<file path="src/rtl/unidade_controle_multiciclo.sv">
// Multi-cycle control unit for the 8-bit accumulator datapath: FETCH/EXEC/UPDATE sequencing
// with programmable memory wait states, zero-flag jumps, halt, run/pause and a retired-instruction count.
module unidade_controle_multiciclo #(
   parameter int MEM_WAIT = 0,
   parameter int CNT_W    = 8
) (
   input  logic             clock,
   input  logic             reset,
   input  logic             run,
   input  logic [3:0]       opcode,
   input  logic [7:0]       acc,
   output logic             dp_reset,
   output logic             ld_ac,
   output logic             ac_src,
   output logic             ld_pc,
   output logic             pc_src,
   output logic             dm_we,
   output logic             halted,
   output logic [CNT_W-1:0] instr_count,
   output logic [2:0]       dbgState
);

   typedef enum logic [2:0] {
      INIT   = 3'd0,
      FETCH  = 3'd1,
      EXEC   = 3'd2,
      UPDATE = 3'd3,
      HALT   = 3'd4
   } state_t;

   localparam logic [3:0] OP_LDA = 4'h1;
   localparam logic [3:0] OP_STA = 4'h2;
   localparam logic [3:0] OP_ADD = 4'h3;
   localparam logic [3:0] OP_XOR = 4'h7;
   localparam logic [3:0] OP_JMP = 4'h9;
   localparam logic [3:0] OP_JZ  = 4'hA;
   localparam logic [3:0] OP_JNZ = 4'hB;
   localparam logic [3:0] OP_HLT = 4'hF;

   localparam logic [3:0] WAIT_MAX = 4'(MEM_WAIT);
   localparam logic [3:0] WAIT_PRE = WAIT_MAX - 4'd1;

   state_t     state;
   logic [3:0] waitCnt;
   logic [3:0] irOp;

   assign dbgState = state;

   function automatic logic isMemRead(input logic [3:0] op);
      return (op == OP_LDA) || ((op >= OP_ADD) && (op <= OP_XOR));
   endfunction

   // {ld_ac, ac_src, dm_we} for the final EXEC cycle of an opcode.
   function automatic logic [2:0] execStrobes(input logic [3:0] op);
      if (op == OP_LDA)                        return 3'b110;
      else if ((op >= OP_ADD) && (op <= OP_XOR)) return 3'b100;
      else if (op == OP_STA)                   return 3'b001;
      else                                     return 3'b000;
   endfunction

   function automatic logic takeJump(input logic [3:0] op, input logic [7:0] a);
      if (op == OP_JMP)      return 1'b1;
      else if (op == OP_JZ)  return (a == 8'h00);
      else if (op == OP_JNZ) return (a != 8'h00);
      else                   return 1'b0;
   endfunction

   // Outputs are registered: each transition loads the output values of the state being entered.
   always_ff @(posedge clock) begin
      if (!reset) begin
         state       <= INIT;
         waitCnt     <= 4'd0;
         irOp        <= 4'd0;
         instr_count <= '0;
         dp_reset    <= 1'b1;
         ld_ac       <= 1'b0;
         ac_src      <= 1'b0;
         ld_pc       <= 1'b0;
         pc_src      <= 1'b0;
         dm_we       <= 1'b0;
         halted      <= 1'b0;
      end else begin
         dp_reset <= 1'b0;
         ld_ac    <= 1'b0;
         ac_src   <= 1'b0;
         ld_pc    <= 1'b0;
         pc_src   <= 1'b0;
         dm_we    <= 1'b0;
         halted   <= 1'b0;
         case (state)
            INIT: state <= FETCH;
            FETCH: begin
               if (run) begin
                  if (waitCnt == WAIT_MAX) begin
                     irOp    <= opcode;
                     waitCnt <= 4'd0;
                     state   <= EXEC;
                     // Single-cycle EXEC: its strobes must be present on entry.
                     if (!isMemRead(opcode) || (WAIT_MAX == 4'd0))
                        {ld_ac, ac_src, dm_we} <= execStrobes(opcode);
                  end else begin
                     waitCnt <= waitCnt + 4'd1;
                  end
               end
            end
            EXEC: begin
               if (isMemRead(irOp) && (waitCnt != WAIT_MAX)) begin
                  waitCnt <= waitCnt + 4'd1;
                  if (waitCnt == WAIT_PRE)
                     {ld_ac, ac_src, dm_we} <= execStrobes(irOp);
               end else begin
                  waitCnt <= 4'd0;
                  if (irOp == OP_HLT) begin
                     state       <= HALT;
                     halted      <= 1'b1;
                     instr_count <= instr_count + CNT_W'(1);
                  end else begin
                     state  <= UPDATE;
                     ld_pc  <= 1'b1;
                     pc_src <= takeJump(irOp, acc);
                  end
               end
            end
            UPDATE: begin
               instr_count <= instr_count + CNT_W'(1);
               state       <= FETCH;
            end
            HALT: halted <= 1'b1;
            default: state <= INIT;
         endcase
      end
   end

endmodule

</file>
<file path="config.mk">
export PLATFORM = sky130hd
export DESIGN_NAME = unidade_controle_multiciclo
export DESIGN_NICKNAME = d
export VERILOG_FILES = /design/src/rtl/unidade_controle_multiciclo.sv
export SDC_FILE = /design/constraint.sdc
export NUM_CORES = 1
export LEC_CHECK = 0
export ABC_CLOCK_PERIOD_IN_PS = 4480
export CAP_MARGIN = 15
export CORE_ASPECT_RATIO = 0.6
export CORE_MARGIN = 5
export CORE_UTILIZATION = 50
export CTS_CLUSTER_DIAMETER = 150
export DETAILED_ROUTE_END_ITERATION = 16
export PLACE_DENSITY = 0.82
export SYNTH_ARGS = -nofsm -noshare
export SYNTH_HDL_FRONTEND = slang
export SYNTH_SLANG_ARGS = --single-unit
export TNS_END_PERCENT = 20
</file>
<file path="constraint.sdc">
create_clock -name clock -period 4.48 [get_ports clock]
set_clock_uncertainty 0.05 [all_clocks]
set_input_delay 0.672 -clock clock [delete_from_list [all_inputs] [get_ports clock]]
set_output_delay 0.672 -clock clock [all_outputs]
set_load 0.02 [all_outputs]
</file>
==> results.toml, run 1 <==
[status]
status = "complete, no violations"

[timing]
clock.fmax_mhz = 445.5
tightest_slew_ns = 0.6511
hold_viol = 0
final.setup.worst_slack_ns = 2.235
slew_headroom_pct = 56.02
period_needed_ns = 2.245
period_share_pct = 50.11
rsz0062_at_grt = "false"
final_max_slew_viol_count = 0
finalSetupViolCount = 0
fin_tns_setup_ns = 0

[clock_tree]
post-cts-setup-buffer-count = 0
clock_latency_ns = 0.27
cts_num_sinks = 26
ctsResizeCount = 0
clkSlewWorstSetupHoldPaths_ns = 0.09
cts_made_buffers = 3
cts-root-buf = "clkbuf_8"
cts_tree = "built"
hold_buffers = 0
htreeDepth = 1
max-clock-path-buffers = 2

[routing]
drt-total-wl_um = 2881
post_drt_wl_per_cell_um = 14.55
routed.top_layer = "met4"
viasPerCell = 5.636
wl_met3_um = 233
drc = 0
wl_met2_um = 1312
drtPass1Iterations = 4
first_iter_violations = 102
met1_length_um = 1321
num_vias = 1116
final_antenna_net_count = 0

[synthesis]
ys_types = 38
ys_async_sr_fraction_pct = 0
synth_edf_count = 0
synth_area_sq_um = 1180
syn_avg_cell_area_sq_um = 8.612
synthAdderAreaFrac_pct = 3.181
synth_fp_nets = 155
synth_ff_type = "dfxtp_1"
ys_seq_elements = 26
synthSimpleGateAreaFrac_pct = 29.06
synth-xor-area-share_pct = 6.681
yosysWarnings = 0
muxShareOfSynthArea_pct = 3.393
synth_seq_area_share_pct = 44.11
syn_inst = 137
synth_top_family_by_area = "simple AND/OR/NAND/NOR gates"
synth_compound_area_share_pct = 9.544

[cells_and_area]
final_nets = 187
final_cell_area_sq_um = 1588
finalNonFillerCells = 198
multi_input_area_sq_um = 611.8
final_common_cell = "clkdlybuf4s50_1"
diodes = 0
num-fill-cells = 181
ff_latch_area_sq_um = 520.5
syn_to_final_growth_pct = 34.57
drive_above_1_share_pct = 3.571
final_cell_mix = "clkdlybuf4s50_1, dfxtp_1, nor2_1, nand2_1, xnor2_1"

[placement]
globalplace.congestion = 0.9161
placed_area_sq_um = 1516
dp.cells = 194
io_buffers = 32
dp_hpwl_um = 2232
pre_cts_ws_ns = 1.982

[worst_setup_path]
critPathKind = "input port to register"
crit_arrival_ns = 2.40
path_max_fanout = 18
r2r_setup_slack_ns = 2.55
worstPathRequired_ns = 4.64
crit_path_start_kind = "input port"
crit_path_end_kind = "register"

[floorplanning]
die_area_sq_um = 3463
core_sq_um = 2212
pin_count = 33
die_h_um = 47.63
die_width_um = 72.72
row_count = 13
start_util_pct = 53.34

[pwr]
power_density_nw_per_um2 = 304.6
power_leakage_nw = 0.5416
vdd_drop_max_mv = 0.1999

[global_route]
grt_use_total_pct = 18.36
antenna_found_initial = 0
gr-total-overflow = 0
grt_max_degree = 19
grt_pass1_vias = 1020
grt_pass1_wl_um = 4816

[job]
drv_cap = 0

[hold_path]
hp-class = "register to register"
## area by class of cell
class / instances / share of cell area [%]
clock buffer: 3 / 2.600
clock inverter: 1 / 1.891
inverter: 7 / 1.655
multi-input combinational: 99 / 38.53
sequential: 26 / 32.78
tap: 30 / 2.364
timing repair buffer: 32 / 20.17
## worst max-delay path: stages
cell	delay, ns
clkdlybuf4s50_1	0.62
clkinv_1	0.46
or3_1	0.50
o22ai_1	0.15
## where the power goes
| group | leakage, nW | total (mW) | switching (mW) | internal, mW |
|---|---|---|---|---|
| clock | 0.0357 | 0.193 | 0.0737 | 0.120 |
| sequential | 0.211 | 0.242 | 0.00637 | 0.235 |
| combinational | 0.295 | 0.0486 | 0.0239 | 0.0247 |
| total | 0.542 | 0.484 | 0.104 | 0.380 |
## worst paths after layout
path / endpoint / depth (start not counted) / start
setup / recovery: waitCnt[2] / 4 / reset
hold / removal: instr_count[7] / 2 / instr_count[7]
setup reg to reg: ld_ac / 6 / waitCnt[0]
hold reg to reg: instr_count[7] / 2 / instr_count[7]
## state kept, by name, summed over array words and instances, names as in the netlist
| signal | flops |
|---|---|
| ac_src | 1 |
| dp_reset | 1 |
| instr_count | 8 |
| ld_pc | 1 |
| waitCnt | 4 |
| dbgState | 3 |
| dm_we | 1 |
| ld_ac | 1 |
| pc_src | 1 |
| halted | 1 |
| irOp | 4 |
## layer usage
metal	track usage (%)	vias up
met5	0	-
met4	3.309	0
met3	4.822	3
met2	29.57	51
li1	-	544
met1	25.44	518
## cells in the mapped netlist, types with 2 or more instances
cell type	number	area (sq um)
xor2_1	2	17.52
nand4b_1	2	17.52
nand2b_1	4	25.02
nor3b_1	2	15.01
mux2i_1	4	40.04
xnor2_1	7	61.31
nor2_1	20	75.07
inv_1	6	22.52
nand4_1	4	25.02
a21oi_1	6	30.03
o22ai_1	2	12.51
clkbuf_1	2	7.510
ha_1	3	37.54
nor4_1	5	31.28
nor3_1	6	30.03
nand3_1	5	25.02
nand2_1	11	41.29
dfxtp_1	26	520.5
## through the flow
step	util [%]	total power [mW]	hold WS (ns)
after global placement	68.55	0.2937	0.4600
after CTS	71.78	0.4863	0.4743
after global routing	71.78	0.5011	0.5099
after detailed placement	68.55	0.2950	0.4613
after floorplan	-	0.2708	0.4265
final	71.78	0.4836	0.4778
## logic make-up (layout without fill, tap and decap cells)
group	count (synthesis)	after routing
AND/OR/NAND/NOR	66	66
XOR/XNOR	9	9
multiplexers	4	4
buffers and inverters	12	43
AO/OA/AOI/OAI	17	17
adder cells (fa/ha/maj)	3	3
flip-flops	26	26
Note: power is estimated with default switching activity, not from simulation.
==> run 2, diff against run 1 <==
--- a/config.mk
+++ b/config.mk
@@ -5,14 +5,14 @@
 export SDC_FILE = /design/constraint.sdc
 export NUM_CORES = 1
 export LEC_CHECK = 0
-export ABC_CLOCK_PERIOD_IN_PS = 4480
+export ABC_CLOCK_PERIOD_IN_PS = 1910
 export CAP_MARGIN = 15
 export CORE_ASPECT_RATIO = 0.6
 export CORE_MARGIN = 5
-export CORE_UTILIZATION = 50
+export CORE_UTILIZATION = 42
 export CTS_CLUSTER_DIAMETER = 150
 export DETAILED_ROUTE_END_ITERATION = 16
-export PLACE_DENSITY = 0.82
+export PLACE_DENSITY = 0.73
 export SYNTH_ARGS = -nofsm -noshare
 export SYNTH_HDL_FRONTEND = slang
 export SYNTH_SLANG_ARGS = --single-unit
==> constraint.sdc (replaced) <==
create_clock -name clock -period 1.91 [get_ports clock]
set_clock_uncertainty 0.05 [all_clocks]
set_input_delay 0.2865 -clock clock [delete_from_list [all_inputs] [get_ports clock]]
set_output_delay 0.2865 -clock clock [all_outputs]
set_load 0.02 [all_outputs]
==> run 2 against run 1 <==
  * Setup slack lost 2.1 ns
  * Count of clock-buffer cells in the layout is the same
  * Utilization shrank 8.9 points
  * Critical path type is now register to register
  * Global-route usage shrank 2.5 points
  * Combinational power grew to 2.7 times the previous value
  * Final area grew 2.6%
  * Die area grew 16%
  * Non-clock buffer count grew 8
  * Critical path depth grew 4
  * Worst hold slack lost 0.00098 ns
  * Cell count grew 4.5%
==> results.toml, run 2 (same netlist as run 1, synthesis figures left out) <==
[status]
status = "complete, no violations"

[global_route]
grt_use_total_pct = 15.87
gr-total-overflow = 0
antenna_found_initial = 0
grt_pass1_wl_um = 4954
grt_pass1_vias = 1015
grt_max_degree = 14

[timing]
fin_tns_setup_ns = 0
clock.fmax_mhz = 555.7
whs_ns = 0.4768
final_max_slew_viol_count = 0
period_needed_ns = 1.800
final.setup.worst_slack_ns = 0.1103
slew_headroom_pct = 54.71
rsz0062_at_grt = "false"
finalSetupViolCount = 0
tightest_slew_ns = 0.6706
period_share_pct = 94.22
hold_viol = 0

[clock_tree]
max-clock-path-buffers = 2
cts_made_buffers = 3
cts_num_sinks = 26
clock_latency_ns = 0.27
cts_tree = "built"
hold_buffers = 0
htreeDepth = 1
cts-root-buf = "clkbuf_8"
clkSlewWorstSetupHoldPaths_ns = 0.08

[routing]
drtPass1Iterations = 4
drt-total-wl_um = 2952
first_iter_violations = 94
post_drt_wl_per_cell_um = 14.26
drc = 0
final_antenna_net_count = 0
num_vias = 1111
viasPerCell = 5.367

[floorplanning]
die_h_um = 51.06
core_sq_um = 2592
die_width_um = 78.43
die_area_sq_um = 4004
pin_count = 33
start_util_pct = 45.51
row_count = 14

[worst_setup_path]
crit_path_max_incr_delay_ns = 0.36
r2r_setup_slack_ns = 0.11
critical-path-top-delay-family = "simple AND/OR/NAND/NOR gates"
path_cells = "inv_1 > ha_1 > or3b_1 > buf_4 > nor3_4 > buf_4 > mux2i_1 > nor2_1"
cp_common_cell = "buf_4"
cp_num_buf_inv = 3
worstPathRequired_ns = 2.02
crit_arrival_ns = 1.91
reg2reg_to = "irOp[0]"
path_max_fanout = 5
crit_path_end_kind = "register"
crit_path_start_kind = "register"
crit_cells = 8
timing.rr.start = "waitCnt[0]"
critPathKind = "register to register"
rr_worst_depth = 8
cp_slowest_cell = "or3b_1"

[hold_path]
min_to = "waitCnt[0]"
hp-class = "register to register"
hold_start = "waitCnt[0]"
whs_path_depth = 2

[cells_and_area]
drive_above_1_share_pct = 8.571
largest_reg_flops = 8
final_nets = 195
regMostFlops = "instr_count"
syn_to_final_growth_pct = 38.07
num-fill-cells = 226
final_cell_mix = "clkdlybuf4s50_1, dfxtp_1, nor2_1, nand2_1, buf_4"
final_common_cell = "clkdlybuf4s50_1"
diodes = 0
largestRegisters = "instr_count: 8 flops, irOp: 4 flops, waitCnt: 4 flops"

[pwr]
power_leakage_nw = 0.5694
vdd_drop_max_mv = 0.2659
fin_total_pwr_uw = 993.1
power_density_nw_per_um2 = 609.6

[placement]
globalplace.congestion = 0.8148
pre_cts_ws_ns = 0.09920
dp_hpwl_um = 2293
io_buffers = 32

[job]
drv_cap = 0
==> run 2: cell types whose count changed in the layout (fill, tap and decap cells not counted) <==
| cell | delta |
|---|---|
| buf_4 | +8 |
| nor3_4 | +1 |
| dfxtp_2 | +2 |
| nor3_2 | -1 |
| dfxtp_1 | -2 |
| bufinv_16 | -1 |
==> run 2: through the flow <==
| step | std cells | area (sq um) | utilization, % |
|---|---|---|---|
| after floorplan | 137 | 1180 | - |
| after global placement | 204 | 1579 | 60.91 |
| after detailed placement | 204 | 1579 | 60.91 |
| after CTS | 207 | 1620 | 62.50 |
| after global routing | 207 | 1629 | 62.84 |
| final | 207 | 1629 | 62.84 |
==> run 2: what timing repair did <==
| item | 4_1_cts | 5_1_grt |
|---|---|---|
| buffers inserted | 0 | 0 |
| resized for setup | 0 | 3 |
| endpoints found under the setup margin | 0 | 1 |
==> run 2: how the worst max path moves through the flow <==
stage / slack [ns] / endpoint / from
floorplan: 0.11 / ld_ac / waitCnt[0]
global placement: 0.14 / irOp[2] / run
detailed placement: 0.1 / irOp[0] / waitCnt[0]
CTS: 0.07 / irOp[0] / waitCnt[0]
global route: 0.002 / irOp[0] / waitCnt[1]
finish: 0.11 / irOp[0] / waitCnt[0]
==> run 2: power breakdown <==
group | switching (mW) | total, mW | internal [mW]
combinational | 0.0611 | 0.129 | 0.0682
clock | 0.157 | 0.298 | 0.141
sequential | 0.0142 | 0.566 | 0.552
==> run 2: final cells by class <==
| class | count | area, sq um | share of cell area (%) |
|---|---|---|---|
| sequential | 26 | 523.0 | 32.10 |
| clock buffer | 3 | 41.29 | 2.535 |
| inverter | 7 | 26.28 | 1.613 |
| timing repair buffer | 40 | 380.4 | 23.35 |
| multi-input combinational | 99 | 618.1 | 37.94 |
| tap | 32 | 40.04 | 2.458 |
==> run 2: tightest hold or removal path, stage by stage, from the launching register on <==
cell	delay (ns)
dfxtp_2	0.35
nand2_1	0.06
o22ai_1	0.08
==> run 2: layer usage <==
metal | vias to the layer above | global-route usage (%) | routed length, um
met4 | 0 | 3.488 | 17
met2 | 46 | 25.28 | 1283
met3 | 4 | 6.491 | 286
li1 | 559 | - | -
met1 | 502 | 20.36 | 1365
met5 | - | 0 | 0
==> RTL edit 1 (flow settings as in run 1) <==
`CNT_W`: 8 -> 10.
--- a/src/rtl/unidade_controle_multiciclo.sv
+++ b/src/rtl/unidade_controle_multiciclo.sv
@@ -2,7 +2,7 @@
 // with programmable memory wait states, zero-flag jumps, halt, run/pause and a retired-instruction count.
 module unidade_controle_multiciclo #(
    parameter int MEM_WAIT = 0,
-   parameter int CNT_W    = 8
+   parameter int CNT_W    = 10
 ) (
    input  logic             clock,
    input  logic             reset,
Interface: changed (resized instr_count); port bits go from 33 to 35. No check against the original RTL was run, so the function may have changed too.
==> RTL edit 1 against run 1 <==
  * Core utilization is 4.2 points lower
  * Sequential power grew 10%
  * Cell area grew 6.5%
  * Register-to-register slack worse by 0.19 ns
  * Setup slack got worse by 0.0056 ns
  * Largest power group unchanged
  * Wire length increased by 2.6%
  * Critical path type is now reg -> out
  * Non-clock buffer count rose by 2
  * Sequential cell count increased by 2
  * Combinational power grew 33%
  * Count of clock-buffer cells in the layout did not move
  * Total power down 3.1%
  * Fmax shrank 0.25%
  * Synthesized area increased by 10%
==> RTL edit 1: results (changes against run 1) <==
- Ranking of synthesized cells by area: dfxtp_1, nor2_1, xnor2_1, mux2i_1, a21oi_1 (was dfxtp_1, nor2_1, xnor2_1, nand2_1, mux2i_1)
- Met3 routed wirelength: 280 µm (was 233 µm)
- Biggest fanout along the worst timing path: 10 (was 18)
- GR Util met2: 26.3% (was 29.6%)
- Worst Hold Slack: 0.458 ns (was 0.478 ns)
- Final nets: 196 (was 187)
- Startpoint of the worst setup timing path: dbgState[0] (was reset)
- Most numerous cell types in the synthesized netlist: dfxtp_1, nor2_1, a21oi_1, xnor2_1 (was dfxtp_1, nor2_1, nand2_1)
- Hold Crit Endpoint: instr_count[9] (was instr_count[7])
- Result of the run: completed (unchanged)
- Filler cell count: 208 (was 181)
- Routing usage on met1: 24.4% (was 25.4%)
- Peak VDD IR: 150 µV (was 200 µV)
- Critical path data arrival time: 1.53 ns (was 2.40 ns)
- Stages on worst setup path: 1 (was 4)
- Relative max-transition margin: 47.7% (was 56.0%)
- First-pass GRT wire length: 5100 µm (was 4820 µm)
- DR vias/cell: 5.55 (was 5.64)
- Number of global-route vias before repair: 1123 (was 1020)
- Worst-case register-to-register setup slack: 2.36 ns (was 2.55 ns)
- Per-cell routed wire length: 14.2 µm (was 14.6 µm)
- Post-place setup slack: 2.10 ns (was 1.98 ns)
- Comb pwr: 0.0000647 W (was 0.0000486 W)
- Detailed-route via count: 1155 (was 1116)
- Post-detail-place hpwl: 2310 µm (was 2230 µm)
- Sw power: 0.000120 W (was 0.000104 W)
- WL met2: 1310 µm (about the same)
- Fraction of layout instances using a drive strength above 1: 5.11% (was 3.57%)
- Total routed wire length on the met1 layer: 1340 µm (was 1320 µm)
- Achievable frequency: 444 MHz (was 445 MHz)
- Total placed cells including tap cells: 205 (was 194)
- I/O Buffers: 34 (was 32)
- Lkg Pwr: 0.573 nW (was 0.542 nW)
- Worst R2R End: waitCnt[2] (was ld_ac)
-- RTL edit 1: kinds of logic (layout without fill, tap and decap cells) --
group                      count (synthesis)  count (layout)  share of synthesized area (%)
and+or+nand+nor                           68              68                           28.4
DFF                                       28              28                           43.1
AOI/OAI and AO/OA                         18              18                           10.3
xor gates and xnor gates                  11              11                           7.40
buffers and inverters                     10              43                           4.13
muxes                                      5               5                           3.85
adders and majority gates                  3               3                           2.88
-- RTL edit 1: area by class of cell --
| class | instances | share of cell area [%] |
|---|---|---|
| well taps | 32 | 2.37 |
| inverters | 6 | 1.33 |
| repair buffers | 34 | 20.1 |
| clock buffers | 3 | 2.44 |
| multi-input cells | 105 | 40.6 |
| flip-flops and latches | 28 | 33.1 |
-- RTL edit 1: through the flow --
step                      util (%)  total power [W]  area (µm²)
after detailed placement      65.9         0.000337        1650
after global routing          67.5         0.000491        1690
after global placement        65.9         0.000335        1650
after floorplan                  -         0.000310        1300
after CTS                     67.5         0.000469        1690
final                         67.5         0.000468        1690
==> RTL edit 2 (flow settings as in run 1) <==
Without the edit above. Register the input `opcode` before use, without a reset. The logic sees it one clock later. The other inputs are not delayed to match. Comments in the files are not updated.
--- a/src/rtl/unidade_controle_multiciclo.sv
+++ b/src/rtl/unidade_controle_multiciclo.sv
@@ -39,6 +39,12 @@
 
    localparam logic [3:0] WAIT_MAX = 4'(MEM_WAIT);
    localparam logic [3:0] WAIT_PRE = WAIT_MAX - 4'd1;
+
+   logic [3:0] opcode_q;
+
+   always_ff @(posedge clock) begin
+      opcode_q <= opcode;
+   end
 
    state_t     state;
    logic [3:0] waitCnt;
@@ -92,12 +98,12 @@
             FETCH: begin
                if (run) begin
                   if (waitCnt == WAIT_MAX) begin
-                     irOp    <= opcode;
+                     irOp    <= opcode_q;
                      waitCnt <= 4'd0;
                      state   <= EXEC;
                      // Single-cycle EXEC: its strobes must be present on entry.
-                     if (!isMemRead(opcode) || (WAIT_MAX == 4'd0))
-                        {ld_ac, ac_src, dm_we} <= execStrobes(opcode);
+                     if (!isMemRead(opcode_q) || (WAIT_MAX == 4'd0))
+                        {ld_ac, ac_src, dm_we} <= execStrobes(opcode_q);
                   end else begin
                      waitCnt <= waitCnt + 4'd1;
                   end
Behaviour: not the same (a bounded check fails within 4 cycles, from zero or initial values and one cycle with reset low).
==> RTL edit 2 against run 1 <==
  * Core utilization down 2.1 points
  * Fmax decreased by 1.6%
  * Sequential cell count rose by 4
  * Global-route usage is 0.94 points lower
  * Total power up 15%
  * Synthesized area increased by 13%
  * Via count is 1.7% higher
  * Highest routed layer unchanged
  * Critical path depth down 3
  * Wire length grew 6.4%
  * Count of clock-buffer cells in the layout rose by 4
  * Worst hold slack worse by 0.016 ns
  * Cell area is 12% higher
  * Setup slack got worse by 0.037 ns
  * Critical path type is now reg -> out
==> RTL edit 2: results (changes against run 1) <==
- Internal: 0.000424 W (was 0.000380 W)
- Fraction of layout instances using a drive strength above 1: 11.3% (was 3.57%)
- Post-CTS setup buffer count: 0 (unchanged)
- Result of the run: completed (unchanged)
- Biggest cell delay along the critical path: 0.70 ns (was 0.62 ns)
- Global routing usage summed across all routing layers: 17.4% (was 18.4%)
- Cts bufs inserted: 5 (was 3)
- Final weighted congestion in routability-driven placement: 0.886 (was 0.916)
- Share of synthesized area occupied by flip-flops and latches: 44.9% (was 44.1%)
- Ranking of synthesized cells by area: dfxtp_1, nor2_1, nor4_2, xnor2_1, nand2_1 (was dfxtp_1, nor2_1, xnor2_1, nand2_1, mux2i_1)
- Yosys cell types: 35 (was 38)
- Lkg Pwr: 0.611 nW (was 0.542 nW)
- Maximum number of pins on one net before global-route repair: 15 (was 19)
- Relative max-transition margin: 69.3% (was 56.0%)
- Net count after synthesis: 158 (was 155)
- Comb pwr: 0.0000514 W (was 0.0000486 W)
- Peak VDD IR: 160 µV (was 200 µV)
- Biggest fanout along the worst timing path: 8 (was 18)
- Most numerous cell types in the synthesized netlist: dfxtp_1, nor2_1, nand2_1 (unchanged)
- Seq pwr share: 50.8% (was 50.0%)
- Clock transition at the register clock pins on the worst setup and hold paths after CTS: 0.06 ns (was 0.09 ns)
- Comb pwr share: 9.2% (was 10.0%)
- First-pass GRT wire length: 5140 µm (was 4820 µm)
- Critical path data arrival time: 1.56 ns (was 2.40 ns)
- Final nets: 194 (was 187)
- Per-cell routed wire length: 14.7 µm (was 14.6 µm)
- Number of levels the H-tree was split into: 2 (was 1)
- DR vias/cell: 5.43 (was 5.64)
RTL edit 2: changes by cell type in the layout (fill, tap and decap cells not counted), sizes merged, moves of 2 or more:
cell	before	now
nor4	5	8
nor3b	2	0
nor4b	0	2
nand4b	2	0
nand2b	4	6
dfxtp	26	30
clkbuf	3	7
nor3	7	4
RTL edit 2: logic make-up after synthesis:
family,Yosys count,synth area share [%]
AND/OR/NAND/NOR,68,30.2
flip-flops,30,44.9
AO/OA/AOI/OAI,17,10.1
XOR/XNOR,9,5.89
buffers and inverters,9,3.18
multiplexers,4,2.99
adder cells (fa/ha/maj),3,2.80
RTL edit 2: worst paths after layout:
kind                            cells past startpoint  slack [ns]          end   startpoint
worst min register to register                      2        0.46       ac_src  opcode_q[0]
worst max register to register                      6        2.74      irOp[0]   waitCnt[0]
worst min-delay path                                2        0.46       ac_src  opcode_q[0]
worst max-delay path                                1        2.20  dbgState[2]  dbgState[2]
RTL edit 2: routing by layer:
layer	global-route usage, %	share of wire, %
met2	25.4	43
met4	8.43	2.3
met1	22.0	45
met3	7.45	9.9
met5	0	0
RTL edit 2: layout make-up:
cell class	instances	area (µm²)	share of cell area (%)
Tap cell	32	40.0	2.26
Multi-Input combinational cell	101	696	39.3
Inverter	6	22.5	1.27
Sequential cell	30	601	33.9
Clock buffer	7	86.3	4.88
Timing Repair Buffer	32	320	18.1
Clock inverter	1	5.00	0.283
RTL edit 2: worst register-to-register path, cell delays in order, from the launching register on:
cell and delay [ns]:
dfxtp_1 0.34, inv_1 0.09, ha_1 0.14, or3b_4 0.42, nor3_4 0.29, mux2i_1 0.22, nor2_1 0.06
RTL edit 2: metrics by stage:
stage | std cells | setup slack [ns]
finish | 209 | 2.20
global route | 209 | 2.13
CTS | 209 | 2.19
detailed placement | 201 | 2.24
global placement | 201 | 2.28
floorplan | 140 | 2.85
